[src/rtl/fast_circle_fetch_if.sv]
// Bundle for fast_circle_fetch: request side, SRAM x/y read port and result handshake.
// "master" is the fetch block's view; "slave" is the view of the surrounding logic.
interface fast_circle_fetch_if #(
  parameter int PIXEL_DEPTH = 8,
  parameter int X_MAX       = 5,
  parameter int Y_MAX       = 5
);
  localparam int XW = $clog2(X_MAX) + 1;
  localparam int YW = $clog2(Y_MAX) + 1;

  logic                        start;
  logic [XW-1:0]               cx;
  logic [YW-1:0]               cy;
  logic                        busy;
  logic signed [XW-1:0]        x_addr;
  logic signed [YW-1:0]        y_addr;
  logic                        ren;
  logic [PIXEL_DEPTH-1:0]      rdat;
  logic                        out_valid;
  logic                        out_ready;
  logic [PIXEL_DEPTH-1:0]      centre_px;
  logic [16*PIXEL_DEPTH-1:0]   ring;

  modport master (
    input  start, cx, cy, rdat, out_ready,
    output busy, x_addr, y_addr, ren, out_valid, centre_px, ring
  );

  modport slave (
    output start, cx, cy, rdat, out_ready,
    input  busy, x_addr, y_addr, ren, out_valid, centre_px, ring
  );
endinterface

[src/rtl/fast_circle_fetch.sv]
// Issues the 17 SRAM reads (centre + radius-3 ring) for a FAST corner candidate,
// captures the one-cycle-latency read data and hands the packed result out on valid/ready.
module fast_circle_fetch #(
  parameter int PIXEL_DEPTH = 8,
  parameter int X_MAX       = 5,
  parameter int Y_MAX       = 5
) (
  input  logic                  clk,
  input  logic                  n_rst,
  fast_circle_fetch_if.master   bus
);
  localparam int XW  = $clog2(X_MAX) + 1;
  localparam int YW  = $clog2(Y_MAX) + 1;
  localparam int CXW = XW + 2;
  localparam int CYW = YW + 2;

  typedef enum logic [1:0] {IDLE, FETCH, DRAIN, VALID} state_t;

  state_t                     state_q;
  logic [XW-1:0]              cx_q;
  logic [YW-1:0]              cy_q;
  logic [4:0]                 slot_q;
  logic [4:0]                 cap_slot_q;
  logic                       cap_en_q;
  logic                       cap_inb_q;
  logic                       busy_q;
  logic                       out_valid_q;
  logic [PIXEL_DEPTH-1:0]     centre_q;
  logic [16*PIXEL_DEPTH-1:0]  ring_q;

  logic signed [CXW-1:0]      dx, px;
  logic signed [CYW-1:0]      dy, py;
  logic                       inb;
  logic [PIXEL_DEPTH-1:0]     cap_px;

  always_comb begin
    dx = '0;
    dy = '0;
    case (slot_q)
      5'd1:    begin dx = CXW'( 0); dy = CYW'(-3); end
      5'd2:    begin dx = CXW'( 1); dy = CYW'(-3); end
      5'd3:    begin dx = CXW'( 2); dy = CYW'(-2); end
      5'd4:    begin dx = CXW'( 3); dy = CYW'(-1); end
      5'd5:    begin dx = CXW'( 3); dy = CYW'( 0); end
      5'd6:    begin dx = CXW'( 3); dy = CYW'( 1); end
      5'd7:    begin dx = CXW'( 2); dy = CYW'( 2); end
      5'd8:    begin dx = CXW'( 1); dy = CYW'( 3); end
      5'd9:    begin dx = CXW'( 0); dy = CYW'( 3); end
      5'd10:   begin dx = CXW'(-1); dy = CYW'( 3); end
      5'd11:   begin dx = CXW'(-2); dy = CYW'( 2); end
      5'd12:   begin dx = CXW'(-3); dy = CYW'( 1); end
      5'd13:   begin dx = CXW'(-3); dy = CYW'( 0); end
      5'd14:   begin dx = CXW'(-3); dy = CYW'(-1); end
      5'd15:   begin dx = CXW'(-2); dy = CYW'(-2); end
      5'd16:   begin dx = CXW'(-1); dy = CYW'(-3); end
      default: begin dx = '0;       dy = '0;       end
    endcase

    // Two guard bits keep the sum from wrapping, so the sign bit alone flags x<0 / y<0.
    px  = $signed({2'b00, cx_q}) + dx;
    py  = $signed({2'b00, cy_q}) + dy;
    inb = !px[CXW-1] && (px <= CXW'(X_MAX - 1)) &&
          !py[CYW-1] && (py <= CYW'(Y_MAX - 1));

    bus.ren    = (state_q == FETCH) && inb;
    bus.x_addr = bus.ren ? px[XW-1:0] : '0;
    bus.y_addr = bus.ren ? py[YW-1:0] : '0;

    cap_px = cap_inb_q ? bus.rdat : '0;
  end

  always_ff @(posedge clk or negedge n_rst) begin
    if (!n_rst) begin
      state_q     <= IDLE;
      cx_q        <= '0;
      cy_q        <= '0;
      slot_q      <= '0;
      cap_slot_q  <= '0;
      cap_en_q    <= 1'b0;
      cap_inb_q   <= 1'b0;
      busy_q      <= 1'b0;
      out_valid_q <= 1'b0;
      centre_q    <= '0;
      ring_q      <= '0;
    end else begin
      cap_en_q   <= (state_q == FETCH);
      cap_slot_q <= slot_q;
      cap_inb_q  <= inb;

      if (cap_en_q) begin
        if (cap_slot_q == 5'd0) centre_q <= cap_px;
        else ring_q[(int'(cap_slot_q) - 1) * PIXEL_DEPTH +: PIXEL_DEPTH] <= cap_px;
      end

      case (state_q)
        IDLE: begin
          if (bus.start) begin
            cx_q    <= bus.cx;
            cy_q    <= bus.cy;
            slot_q  <= '0;
            busy_q  <= 1'b1;
            state_q <= FETCH;
          end
        end
        FETCH: begin
          if (slot_q == 5'd16) state_q <= DRAIN;
          else                 slot_q  <= slot_q + 5'd1;
        end
        DRAIN: begin
          out_valid_q <= 1'b1;
          state_q     <= VALID;
        end
        VALID: begin
          if (bus.out_ready) begin
            out_valid_q <= 1'b0;
            busy_q      <= 1'b0;
            state_q     <= IDLE;
          end
        end
        default: state_q <= IDLE;
      endcase
    end
  end

  assign bus.busy      = busy_q;
  assign bus.out_valid = out_valid_q;
  assign bus.centre_px = centre_q;
  assign bus.ring      = ring_q;
endmodule

[src/flat_wrapper.sv]
// flat-port wrapper written by rule: the top's interface ports become plain ports
module fast_circle_fetch_flat 
#(
  parameter int PIXEL_DEPTH = 8,
  parameter int X_MAX       = 5,
  parameter int Y_MAX       = 5
)
  (clk, n_rst, bus_start, bus_cx, bus_cy, bus_rdat, bus_out_ready, bus_busy, bus_x_addr, bus_y_addr, bus_ren, bus_out_valid, bus_centre_px, bus_ring);
  fast_circle_fetch_if #(.PIXEL_DEPTH(PIXEL_DEPTH), .X_MAX(X_MAX), .Y_MAX(Y_MAX)) bus_i ();
  input  logic clk;
  input  logic n_rst;
  input wire logic [$bits(bus_i.start)-1:0] bus_start;
  input wire logic [$bits(bus_i.cx)-1:0] bus_cx;
  input wire logic [$bits(bus_i.cy)-1:0] bus_cy;
  input wire logic [$bits(bus_i.rdat)-1:0] bus_rdat;
  input wire logic [$bits(bus_i.out_ready)-1:0] bus_out_ready;
  output wire logic [$bits(bus_i.busy)-1:0] bus_busy;
  output wire logic [$bits(bus_i.x_addr)-1:0] bus_x_addr;
  output wire logic [$bits(bus_i.y_addr)-1:0] bus_y_addr;
  output wire logic [$bits(bus_i.ren)-1:0] bus_ren;
  output wire logic [$bits(bus_i.out_valid)-1:0] bus_out_valid;
  output wire logic [$bits(bus_i.centre_px)-1:0] bus_centre_px;
  output wire logic [$bits(bus_i.ring)-1:0] bus_ring;
  assign bus_i.start = bus_start;
  assign bus_i.cx = bus_cx;
  assign bus_i.cy = bus_cy;
  assign bus_i.rdat = bus_rdat;
  assign bus_i.out_ready = bus_out_ready;
  assign bus_busy = bus_i.busy;
  assign bus_x_addr = bus_i.x_addr;
  assign bus_y_addr = bus_i.y_addr;
  assign bus_ren = bus_i.ren;
  assign bus_out_valid = bus_i.out_valid;
  assign bus_centre_px = bus_i.centre_px;
  assign bus_ring = bus_i.ring;
  fast_circle_fetch #(.PIXEL_DEPTH(PIXEL_DEPTH), .X_MAX(X_MAX), .Y_MAX(Y_MAX)) u_core (.clk(clk), .n_rst(n_rst), .bus(bus_i));
endmodule
[config.mk]
export PLATFORM = sky130hd
export DESIGN_NAME = fast_circle_fetch_flat
export DESIGN_NICKNAME = d
export VERILOG_FILES = /design/src/rtl/fast_circle_fetch_if.sv /design/src/rtl/fast_circle_fetch.sv /design/src/flat_wrapper.sv
export SDC_FILE = /design/constraint.sdc
export NUM_CORES = 1
export LEC_CHECK = 0
export ABC_AREA = 1
export CORE_AREA = 2 2 131 133
export DETAILED_ROUTE_END_ITERATION = 8
export DIE_AREA = 0 0 133 135
export HOLD_SLACK_MARGIN = 0.05
export PLACE_DENSITY = 0.77
export SETUP_SLACK_MARGIN = 0.3
export SLEW_MARGIN = 20
export SYNTH_ARGS = -nofsm -noshare
export SYNTH_HDL_FRONTEND = slang
export SYNTH_SLANG_ARGS = --single-unit
[constraint.sdc]
create_clock -name clk -period 4.9 [get_ports clk]
set_input_delay 0.98 -clock clk [delete_from_list [all_inputs] [get_ports clk]]
set_output_delay 0.98 -clock clk [all_outputs]
set_load 0.02 [all_outputs]
==> impl_metrics.ini <==
[grt]
grt_max_degree = 103
grtUsageTotal_pct = 24.9
overflow = 0
antenna_found_initial = 0
grt_pass1_vias = 6998
grt_pass1_wl_um = 35500

[yosys]
yosysTopAreaCellShare_pct = 49.5
syn_area_mm2 = 0.00809
synth_cell_types = 35
ys.flop_type = dfrtp_1
synth-edff-count = 0
synth_area_leader_cell = dfrtp_1
synth_seq_cells = 160
synth_commonest_cells = nand2_1 (362), dfrtp_1 (160), nand3_1 (152)
yosysSeqAreaShare_pct = 49.5
synth.most_common_cell = nand2_1
synth_area_leaders = dfrtp_1 (49%), nand2_1 (17%), nand3_1 (9.4%), nor2_1 (4.8%), ha_1 (4.2%)
async_reset_ff_share_pct = 100
post_synth.cell_area_avg_um2 = 7.93
yosysWarnings = 0
netlist_instances = 1020

[placed_design]
placed_cells = 1377
dpl_cell_area_mm2 = 0.00988
io_buffers = 164
dp_hpwl_um = 15400
gp_congestion = 0.914

[worst_setup_path]
r2r_end = u_core.bus.ring[39]
worstRegToRegCells = 17
rrSetupSlack_ns = 1.01
crit_type = reg -> out
worst_setup_path_start_kind = flip-flop
cp.arrival_ns = 3.33
critPathCaptureType = output pin
critPathMaxFanout = 7
cp_data_required_time_ns = 3.92
reg2reg_from = u_core.cap_slot_q[0]

[floorplan]
rows = 47
core_mm2 = 0.0164
start_util_pct = 49.3
dieArea_mm2 = 0.0180
io_pins = 167
die_width_um = 133
fp.dieH_um = 135

[cells_and_area]
design_area_mm2 = 0.0105
drive_gt1_share_pct = 7.81
diodes = 0
nNetsFinal = 1227
area_growth_pct = 29.6
final_core_util_pct = 63.9
finalNonFillerCells = 1411
num-fill-cells = 1327

[sta]
worst_pin_slew_ns = 1.01
skew_ns = 0.00826
min_period_ns = 4.31
maxSlewHeadroom_pct = 32.7
setup_viol = 0
final-hold-violation-count = 0
fin_crit_sh_pct = 87.9
fin_tns_setup_ns = 0
grt_setup_unrepaired = false
fmax_mhz = 232
slew_violations = 0

[cts]
cts_root_buffer = clkbuf_16
ctsLongestPathBuffers = 2
cts_sinks = 160
clkTransAtPathRegs_ns = 0.07
htree_levels = 4
cts_buffers = 17
clk_latency_ns = 0.43
cts_tree = done
hold_buffers = 0

[run]
maxCapViolCount = 0

[pwr]
p_total_mw = 5.34
power_leakage_nw = 4.80
ir_drop_uv = 308
powerDensity_mw_per_mm2 = 509

[hold_path]
min-delay-start = u_core.bus.ring[10]
whs_path_depth = 2
hold_class = reg -> reg
min_to = u_core.bus.ring[10]

[routing]
viasPerCell = 5.22
ant_nets = 0
drc = 0
detail_route.wirelength_um = 21400
drtIter0Drc = 604
dr_total_vias = 7361
avgRoutedWirePerCell_um = 15.2
dr.pass1.iters = 7

[status]
outcome = finished, final reports clean
## layer usage
layer / share of wire [%] / up-vias / GRT usage, %
met5: 0 / - / 0
met4: 2.5 / 0 / 9.02
met3: 6.2 / 44 / 4.92
met2: 47 / 266 / 39.8
met1: 44 / 3480 / 34.1
li1: - / 3571 / -
## sequential cells by signal (all words and copies together), names as in the netlist
name	flops
u_core.slot_q	5
u_core.cap_slot_q	5
u_core.bus.busy	1
u_core.cap_en_q	1
u_core.cx_q	4
u_core.bus.centre_px	8
u_core.state_q	2
u_core.cy_q	4
u_core.bus.ring	128
u_core.cap_inb_q	1
u_core.bus.out_valid	1
## how the worst max path moves through the flow
stage	startpoint	to	slack, ns
after global placement	u_core.slot_q[0]	bus_x_addr[1]	0.38
after floorplan	u_core.slot_q[0]	bus_x_addr[0]	1.07
after detailed placement	u_core.slot_q[0]	bus_x_addr[2]	0.31
after global routing	u_core.slot_q[0]	bus_y_addr[1]	0.30
after CTS	u_core.slot_q[0]	bus_x_addr[2]	0.28
final	u_core.slot_q[0]	bus_x_addr[2]	0.59
## where the power goes
group,total (mW),internal [mW],switching [mW]
combinational,2.32,0.818,1.51
clock,1.33,0.773,0.553
sequential,1.69,1.53,0.154
total,5.34,3.12,2.21
## through the flow
step	hold slack (ns)	worst slack, ns
2_1_floorplan	0.372	1.07
3_3_place_gp	0.454	0.377
3_5_place_dp	0.457	0.307
4_1_cts	0.473	0.283
5_1_grt	0.483	0.299
6_report	0.471	0.595
## what timing repair did
item	4_1_cts	5_1_grt
setup buffers	1	1
gates resized for setup	13	26
gates cloned	0	0
endpoints found under the setup margin	7	7
## layout by cell type, fill, tap and decap left out, types with 2 or more instances in the layout
master / instances
nand2_1: 362
clkdlybuf4s50_1: 156
dfrtp_1: 156
nand3_1: 152
nor2_1: 102
inv_1: 71
ha_1: 26
o21ai_0: 24
clkbuf_16: 17
nor2_4: 10
nor3_1: 9
a21oi_1: 9
buf_4: 9
nand4_1: 8
o21a_1: 8
inv_2: 6
inv_6: 5
nand2_2: 4
mux2_2: 4
nand2_4: 4
clkinv_2: 4
clkbuf_2: 4
dfrtp_2: 4
nor3b_1: 3
nand4_2: 3
clkinvlp_4: 2
o31ai_1: 2
nand3b_1: 2
xnor2_1: 2
nor2_2: 2
conb_1: 2
inv_8: 2
bufinv_16: 2
buf_2: 2
## cell families (layout without fill, tap and decap cells)
family | count (synthesis) | count (layout) | synth area share (%)
adder cells (fa/ha/maj) | 29 | 29 | 4.67
AND/OR/NAND/NOR | 662 | 662 | 35.5
AO/OA/AOI/OAI | 47 | 47 | 3.32
other | 1 | 2 | 0.0463
multiplexers | 4 | 4 | 0.557
flip-flops | 160 | 160 | 49.5
XOR/XNOR | 3 | 3 | 0.418
buffers and inverters | 114 | 284 | 6.05
## critical path, stage by stage (launching register included)
cell and delay [ns]:
dfrtp_2 0.45, ha_1 0.25, nor2_1 0.17, o31ai_1 0.08
o21ai_0 0.20, ha_1 0.23, inv_1 0.06, fa_1 0.41
nor3b_1 0.19, nor2_1 0.08, nand3_1 0.07, nand2_1 0.06
nor2_1 0.13, nand4_1 0.10, buf_4 0.17, nor2_1 0.09
buf_2 0.17
## layout make-up
class                   count  area, um^2  share of cell area [%]
repair buffers            172        1670                    15.9
well taps                 220         275                    2.62
multi-input cells         747        3630                    34.6
clock buffers              18         439                    4.19
inverters                  80         309                    2.95
clock inverters            14         154                    1.47
flip-flops and latches    160        4010                    38.2
No activity file was read; power rests on OpenSTA's default activity.
